===== src/rtl/fetch_queue.sv =====
// Instruction fetch unit with a small FIFO of {instruction, pc+4} entries.
// It issues one memory read at a time, drops stale responses after a redirect, and feeds IF/ID.
module fetch_queue #(
  parameter int DEPTH = 4
) (
  input  logic                       clk,
  input  logic                       rst_n,
  input  logic [31:0]                pc_initial,
  output logic                       imem_req,
  output logic [31:0]                imem_addr,
  input  logic                       imem_ack,
  input  logic [31:0]                imem_rdata,
  input  logic                       redirect,
  input  logic [31:0]                redirect_pc,
  input  logic                       deq,
  output logic                       out_valid,
  output logic [31:0]                out_instr,
  output logic [31:0]                out_pc4,
  output logic [$clog2(DEPTH):0]     count
);

  localparam int PW = $clog2(DEPTH);
  localparam logic [PW:0] FULL = (PW+1)'(DEPTH);

  typedef enum logic [1:0] {IDLE, FETCH, DROP} state_t;

  state_t          state, state_nx;
  logic [31:0]     fetch_pc, fetch_pc_nx, redirect_aligned;
  logic [PW:0]     count_nx;
  logic [PW-1:0]   wr_ptr, rd_ptr;
  logic            ack, push, pop;

  logic [31:0]     instr_mem [DEPTH];
  logic [31:0]     pc4_mem   [DEPTH];

  assign redirect_aligned = redirect_pc & 32'hFFFF_FFFC;

  // NOTE: every always_comb output gets a default first so no path leaves it unassigned (no latch).
  always_comb begin
    state_nx    = state;
    fetch_pc_nx = fetch_pc;
    ack         = imem_req & imem_ack;
    push        = (state == FETCH) & ack & ~redirect;
    pop         = out_valid & deq & ~redirect;
    unique case (state)
      IDLE: begin
        state_nx    = FETCH;
        fetch_pc_nx = redirect ? redirect_aligned : (pc_initial & 32'hFFFF_FFFC);
      end
      FETCH: begin
        if (redirect) begin
          fetch_pc_nx = redirect_aligned;
          if (imem_req && !imem_ack) state_nx = DROP;
        end else if (push) begin
          fetch_pc_nx = fetch_pc + 32'd4;
        end
      end
      DROP: begin
        if (redirect) fetch_pc_nx = redirect_aligned;
        if (imem_ack) state_nx = FETCH;
      end
      default: state_nx = IDLE;
    endcase
    if (redirect) count_nx = '0;
    else          count_nx = count + (PW+1)'(push) - (PW+1)'(pop);
  end

  // NOTE: sequential state uses non-blocking assignments so all registers update from pre-edge values.
  always_ff @(posedge clk or negedge rst_n) begin
    if (!rst_n) begin
      state     <= IDLE;
      fetch_pc  <= '0;
      count     <= '0;
      wr_ptr    <= '0;
      rd_ptr    <= '0;
      imem_req  <= 1'b0;
      imem_addr <= '0;
    end else begin
      state    <= state_nx;
      fetch_pc <= fetch_pc_nx;
      count    <= count_nx;
      if (redirect) begin
        wr_ptr <= '0;
        rd_ptr <= '0;
      end else begin
        if (push) wr_ptr <= wr_ptr + PW'(1);
        if (pop)  rd_ptr <= rd_ptr + PW'(1);
      end
      // DROP keeps presenting the abandoned request until memory answers it.
      imem_req  <= (state_nx == DROP) || (state_nx == FETCH && count_nx < FULL);
      imem_addr <= (state_nx == DROP) ? imem_addr : fetch_pc_nx;
    end
  end

  // NOTE: storage array has no reset; count gates visibility so stale contents are never observed.
  always_ff @(posedge clk) begin
    if (push) begin
      instr_mem[wr_ptr] <= imem_rdata;
      pc4_mem[wr_ptr]   <= fetch_pc + 32'd4;
    end
  end

  assign out_valid = (count != '0);
  assign out_instr = out_valid ? instr_mem[rd_ptr] : 32'd0;
  assign out_pc4   = out_valid ? pc4_mem[rd_ptr]   : 32'd0;

endmodule

===== config.mk =====
export PLATFORM = sky130hd
export DESIGN_NAME = fetch_queue
export DESIGN_NICKNAME = d
export VERILOG_FILES = /design/src/rtl/fetch_queue.sv
export SDC_FILE = /design/constraint.sdc
export NUM_CORES = 1
export LEC_CHECK = 0
export CORE_ASPECT_RATIO = 0.9
export CORE_MARGIN = 1.5
export CORE_UTILIZATION = 45
export DETAILED_ROUTE_END_ITERATION = 12
export GPL_ROUTABILITY_DRIVEN = 0
export PLACE_DENSITY_LB_ADDON = 0.1
export SKIP_CTS_REPAIR_TIMING = 1
export SYNTH_ARGS = -nofsm -noshare
export SYNTH_HDL_FRONTEND = slang
export SYNTH_SLANG_ARGS = --single-unit

===== constraint.sdc =====
create_clock -name clk -period 3.1 [get_ports clk]
set_input_delay 0.93 -clock clk [delete_from_list [all_inputs] [get_ports clk]]
set_output_delay 0.93 -clock clk [all_outputs]
set_load 0.02 [all_outputs]

==> report_table.html <==
<table>
<tr><th>Metric</th><th>Value</th></tr>
<tr><th colspan="2">Routing</th></tr>
<tr><td>Final wirelength</td><td>35,900 um</td></tr>
<tr><td>Vias per inst</td><td>5.68</td></tr>
<tr><td>Post-route DRC</td><td>0</td></tr>
<tr><td>Number of antenna-violating nets in the routed design</td><td>0</td></tr>
<tr><td>Number of iterations in the first detailed-routing pass</td><td>5</td></tr>
<tr><td>Wire length per cell</td><td>22.0 um</td></tr>
<tr><td>DRC violation total after the first TritonRoute iteration</td><td>659</td></tr>
<tr><td>Total via count in the routed design</td><td>9,295</td></tr>
<tr><th colspan="2">Clock network</th></tr>
<tr><td>Clock tree from TritonCTS</td><td>yes</td></tr>
<tr><td>Longest Clk Path Bufs</td><td>3</td></tr>
<tr><td>Number of clock buffers inserted by TritonCTS</td><td>35</td></tr>
<tr><td>Number of sinks driven by the clock tree</td><td>330</td></tr>
<tr><td>Cell at the root of the clock tree</td><td>sky130_fd_sc_hd__clkbuf_16</td></tr>
<tr><td>Clk slew on worst S/H paths</td><td>60 ps</td></tr>
<tr><td>Clock latency on the worst-skew pair</td><td>510 ps</td></tr>
<tr><td>Deepest level of the CTS H-tree</td><td>2</td></tr>
<tr><th colspan="2">Placed design</th></tr>
<tr><td>Detailed Place HPWL</td><td>23,700 um</td></tr>
<tr><td># port buffers</td><td>197</td></tr>
<tr><td>Standard cell area after detailed placement</td><td>17,400 um^2</td></tr>
<tr><td>Inst Count DP</td><td>1,566</td></tr>
<tr><th colspan="2">Worst setup path</th></tr>
<tr><td>Endpoint kind of the worst setup timing path</td><td>output port</td></tr>
<tr><td>Required time worst endpoint</td><td>2170 ps</td></tr>
<tr><td>Maximum fanout along the worst path</td><td>7</td></tr>
<tr><td>Type of the worst setup path</td><td>flip-flop to output port</td></tr>
<tr><td>Type of element launching the critical path</td><td>flip-flop</td></tr>
<tr><td>FF-to-FF path depth</td><td>11</td></tr>
<tr><td>Crit path DAT</td><td>2140 ps</td></tr>
<tr><th colspan="2">Pwr</th></tr>
<tr><td>Static power due to leakage</td><td>6.77 nW</td></tr>
<tr><td>Power Density</td><td>881 nW/um^2</td></tr>
<tr><td>IR drop worst, VDD</td><td>0.000496 V</td></tr>
<tr><td>Total chip power</td><td>16.3 mW</td></tr>
<tr><th colspan="2">Timing</th></tr>
<tr><td>Highest Clock Rate</td><td>326 MHz</td></tr>
<tr><td>Tcrit/Tclk final</td><td>99.1%</td></tr>
<tr><td>Fin crit period</td><td>3070 ps</td></tr>
<tr><td>Setup repair after global routing missed its margin</td><td>true</td></tr>
<tr><td>Transition time at the pin with the least slew margin</td><td>629 ps</td></tr>
<tr><td>Number of setup violations in the final report</td><td>0</td></tr>
<tr><td>Endpoints failing hold</td><td>0</td></tr>
<tr><td>Final Skew</td><td>10.1 ps</td></tr>
<tr><td>Count of final max-slew check failures</td><td>0</td></tr>
<tr><td>Rel. slew slack</td><td>57.7%</td></tr>
<tr><th colspan="2">Global routing</th></tr>
<tr><td>Global router's overall resource usage</td><td>21.3%</td></tr>
<tr><td>Wire length of the first global-routing pass</td><td>54,200 um</td></tr>
<tr><td>Initial antenna violation count</td><td>0</td></tr>
<tr><td>Total overflow reported by the global router</td><td>0</td></tr>
<tr><td>Largest net degree at the start of global routing</td><td>55</td></tr>
<tr><td>Number of global-route vias before repair</td><td>9,348</td></tr>
<tr><th colspan="2">Floorplanning</th></tr>
<tr><td>Total Die Area</td><td>33,500 um^2</td></tr>
<tr><td>Core footprint</td><td>31,900 um^2</td></tr>
<tr><td>Die width</td><td>193 um</td></tr>
<tr><td>Die boundary height</td><td>174 um</td></tr>
<tr><td>Number of placement rows</td><td>62</td></tr>
<tr><td>Starting utilization of the core area</td><td>45.7%</td></tr>
<tr><td>I/O pin count</td><td>202</td></tr>
<tr><th colspan="2">Layout</th></tr>
<tr><td>Post-Layout Inst Area</td><td>18,500 um^2</td></tr>
<tr><td>Relative area change from synthesis to final layout</td><td>27.0%</td></tr>
<tr><td>Number of nets in the finished design</td><td>1,305</td></tr>
<tr><td>Number of fillers in the final layout</td><td>2,532</td></tr>
<tr><td>Post-route non-filler standard cell count</td><td>1,637</td></tr>
<tr><td>Fraction of layout instances using a drive strength above 1</td><td>23.3%</td></tr>
<tr><td>Number of diodes added for antenna fixing</td><td>0</td></tr>
<tr><th colspan="2">Min path</th></tr>
<tr><td>Hold crit path type</td><td>primary input to async pin</td></tr>
<tr><th colspan="2">Synth</th></tr>
<tr><td>Cell taking the most area after synthesis</td><td>sky130_fd_sc_hd__edfxtp_1</td></tr>
<tr><td>Cell count after synthesis</td><td>967</td></tr>
<tr><td>Number of synthesized register bits</td><td>330</td></tr>
<tr><td>Count of different cell masters after synthesis</td><td>64</td></tr>
<tr><td>Main flop type after synthesis</td><td>sky130_fd_sc_hd__edfxtp_1</td></tr>
<tr><td>Warnings from Yosys</td><td>0</td></tr>
<tr><td>Syn_area_per_cell</td><td>15.1 um^2</td></tr>
<tr><td>Mapped Area</td><td>14,600 um^2</td></tr>
<tr><td>Async set-reset flop share out of synthesis</td><td>22.4%</td></tr>
<tr><td>Net count after synthesis</td><td>1,076</td></tr>
<tr><td>Fraction of synthesized cell area taken by the top area cell type</td><td>52.7%</td></tr>
<tr><td>Portion of the post-synthesis area used by sequential elements</td><td>65.4%</td></tr>
<tr><td>Number of enable flip-flop cells after synthesis</td><td>256</td></tr>
<tr><td>Top area cells in the synthesized netlist</td><td>sky130_fd_sc_hd__edfxtp_1 (53%), sky130_fd_sc_hd__dfrtp_1 (13%), sky130_fd_sc_hd__mux4_2 (9.9%)</td></tr>
<tr><th colspan="2">Status</th></tr>
<tr><td>Status</td><td>finished, final reports clean</td></tr>
<tr><th colspan="2">Run</th></tr>
<tr><td>Max Cap Viol</td><td>0</td></tr>
</table>
[through the flow]
stage,hold WS [ps],utilization (%),worst slack [ps],setup TNS (ps)
2_1_floorplan,468,-,-190,-48810
3_3_place_gp,482,54.7,-13.2,-13.2
3_5_place_dp,485,54.7,-28.3,-28.3
4_1_cts,388,58.3,-444,-25730
5_1_grt,386,58.1,-53.1,-649
6_report,375,58.1,28.7,0
[report_power, final]
part           internal [mW]  switching [mW]
logic                   2.70            3.23
registers               5.64           0.640
clock network           2.43            1.67
total                   10.8            5.55
[sequential cells by signal, indices dropped and copies added (netlist names)]
signal     flops
imem_req       1
wr_ptr         2
rd_ptr         2
fetch_pc      32
pc4_mem      128
count          3
imem_addr     32
state          2
instr_mem    128
[synth_stat cells (7+ instances only)]
cell type                  instances
sky130_fd_sc_hd__a21oi_1          35
sky130_fd_sc_hd__a22oi_1          15
sky130_fd_sc_hd__a31oi_1           9
sky130_fd_sc_hd__and2_1           71
sky130_fd_sc_hd__buf_1            13
sky130_fd_sc_hd__buf_2            17
sky130_fd_sc_hd__clkbuf_1         41
sky130_fd_sc_hd__dfrtp_1          74
sky130_fd_sc_hd__edfxtp_1        256
sky130_fd_sc_hd__ha_1              7
sky130_fd_sc_hd__inv_1            13
sky130_fd_sc_hd__mux2_2           25
sky130_fd_sc_hd__mux4_2           64
sky130_fd_sc_hd__nand2_1          42
sky130_fd_sc_hd__nand3_1          25
sky130_fd_sc_hd__nand4_1          11
sky130_fd_sc_hd__nor2_1           53
sky130_fd_sc_hd__nor3_1            8
sky130_fd_sc_hd__nor4_1            7
sky130_fd_sc_hd__o21ai_0          26
sky130_fd_sc_hd__o221ai_1         17
sky130_fd_sc_hd__xnor2_1          27
sky130_fd_sc_hd__xor2_1           14
[final timing paths]
kind | startpoint | to | slack, ps
max in group asynchronous | rst_n | fetch_pc[3] | 2120
hold reg to reg | imem_addr[27] | imem_addr[27] | 500
hold / removal | rst_n | imem_addr[26] | 370
min in group clk | imem_addr[27] | imem_addr[27] | 500
setup reg to reg | count[2] | imem_req | 430
setup / recovery | rd_ptr[0] | out_pc4[28] | 30
[cell usage in the layout, fill, tap and decap left out, drive strengths merged, types with 9 or more instances in the layout]
master	instances
a21oi	35
a22oi	15
a31oi	9
and2	71
buf	79
clkbuf	84
clkdlybuf4s50	130
clkinv	14
dfrtp	74
dlymetal6s2s	14
edfxtp	256
inv	14
mux2	26
mux4	64
nand2	42
nand3	25
nand4	12
nor2	53
nor4	9
o21ai	26
o221ai	17
xnor2	27
xor2	14
[layout make-up]
type,instances,area [um^2],area share (%)
clock buffer,42,943,5.09
clock inverter,20,194,1.05
multi-input combinational,550,4710,25.4
tap,416,520,2.81
sequential,330,9540,51.5
timing repair buffer,265,2560,13.8
inverter,14,52.6,0.284
[critical path, stage by stage, from the launching register on]
cell                             delay (ps)
sky130_fd_sc_hd__dfrtp_4                450
sky130_fd_sc_hd__buf_6                  160
sky130_fd_sc_hd__buf_12                 140
sky130_fd_sc_hd__mux4_2                 510
sky130_fd_sc_hd__and2_1                 170
sky130_fd_sc_hd__dlymetal6s2s_1         200
[cell families (layout without fill, tap and decap cells)]
group | count (synthesis) | in the layout | share of synthesized area (%)
flops | 330 | 330 | 65.4
simple gates | 251 | 251 | 9.30
compound gates | 155 | 155 | 7.43
mux | 95 | 95 | 12.2
buf+inv | 87 | 341 | 2.42
xor+xnor | 41 | 41 | 2.46
fa+ha+maj | 8 | 8 | 0.738
[routing by layer]
metal	GRT usage, %	routed length, um	part of all wire (%)	up-vias
li1	-	-	-	4223
met1	31.3	16500	46	4635
met2	32.8	16100	45	374
met3	3.95	2520	7.0	63
met4	5.59	756	2.1	0
met5	0	0	0	-
No activity file was read; power rests on OpenSTA's default activity.
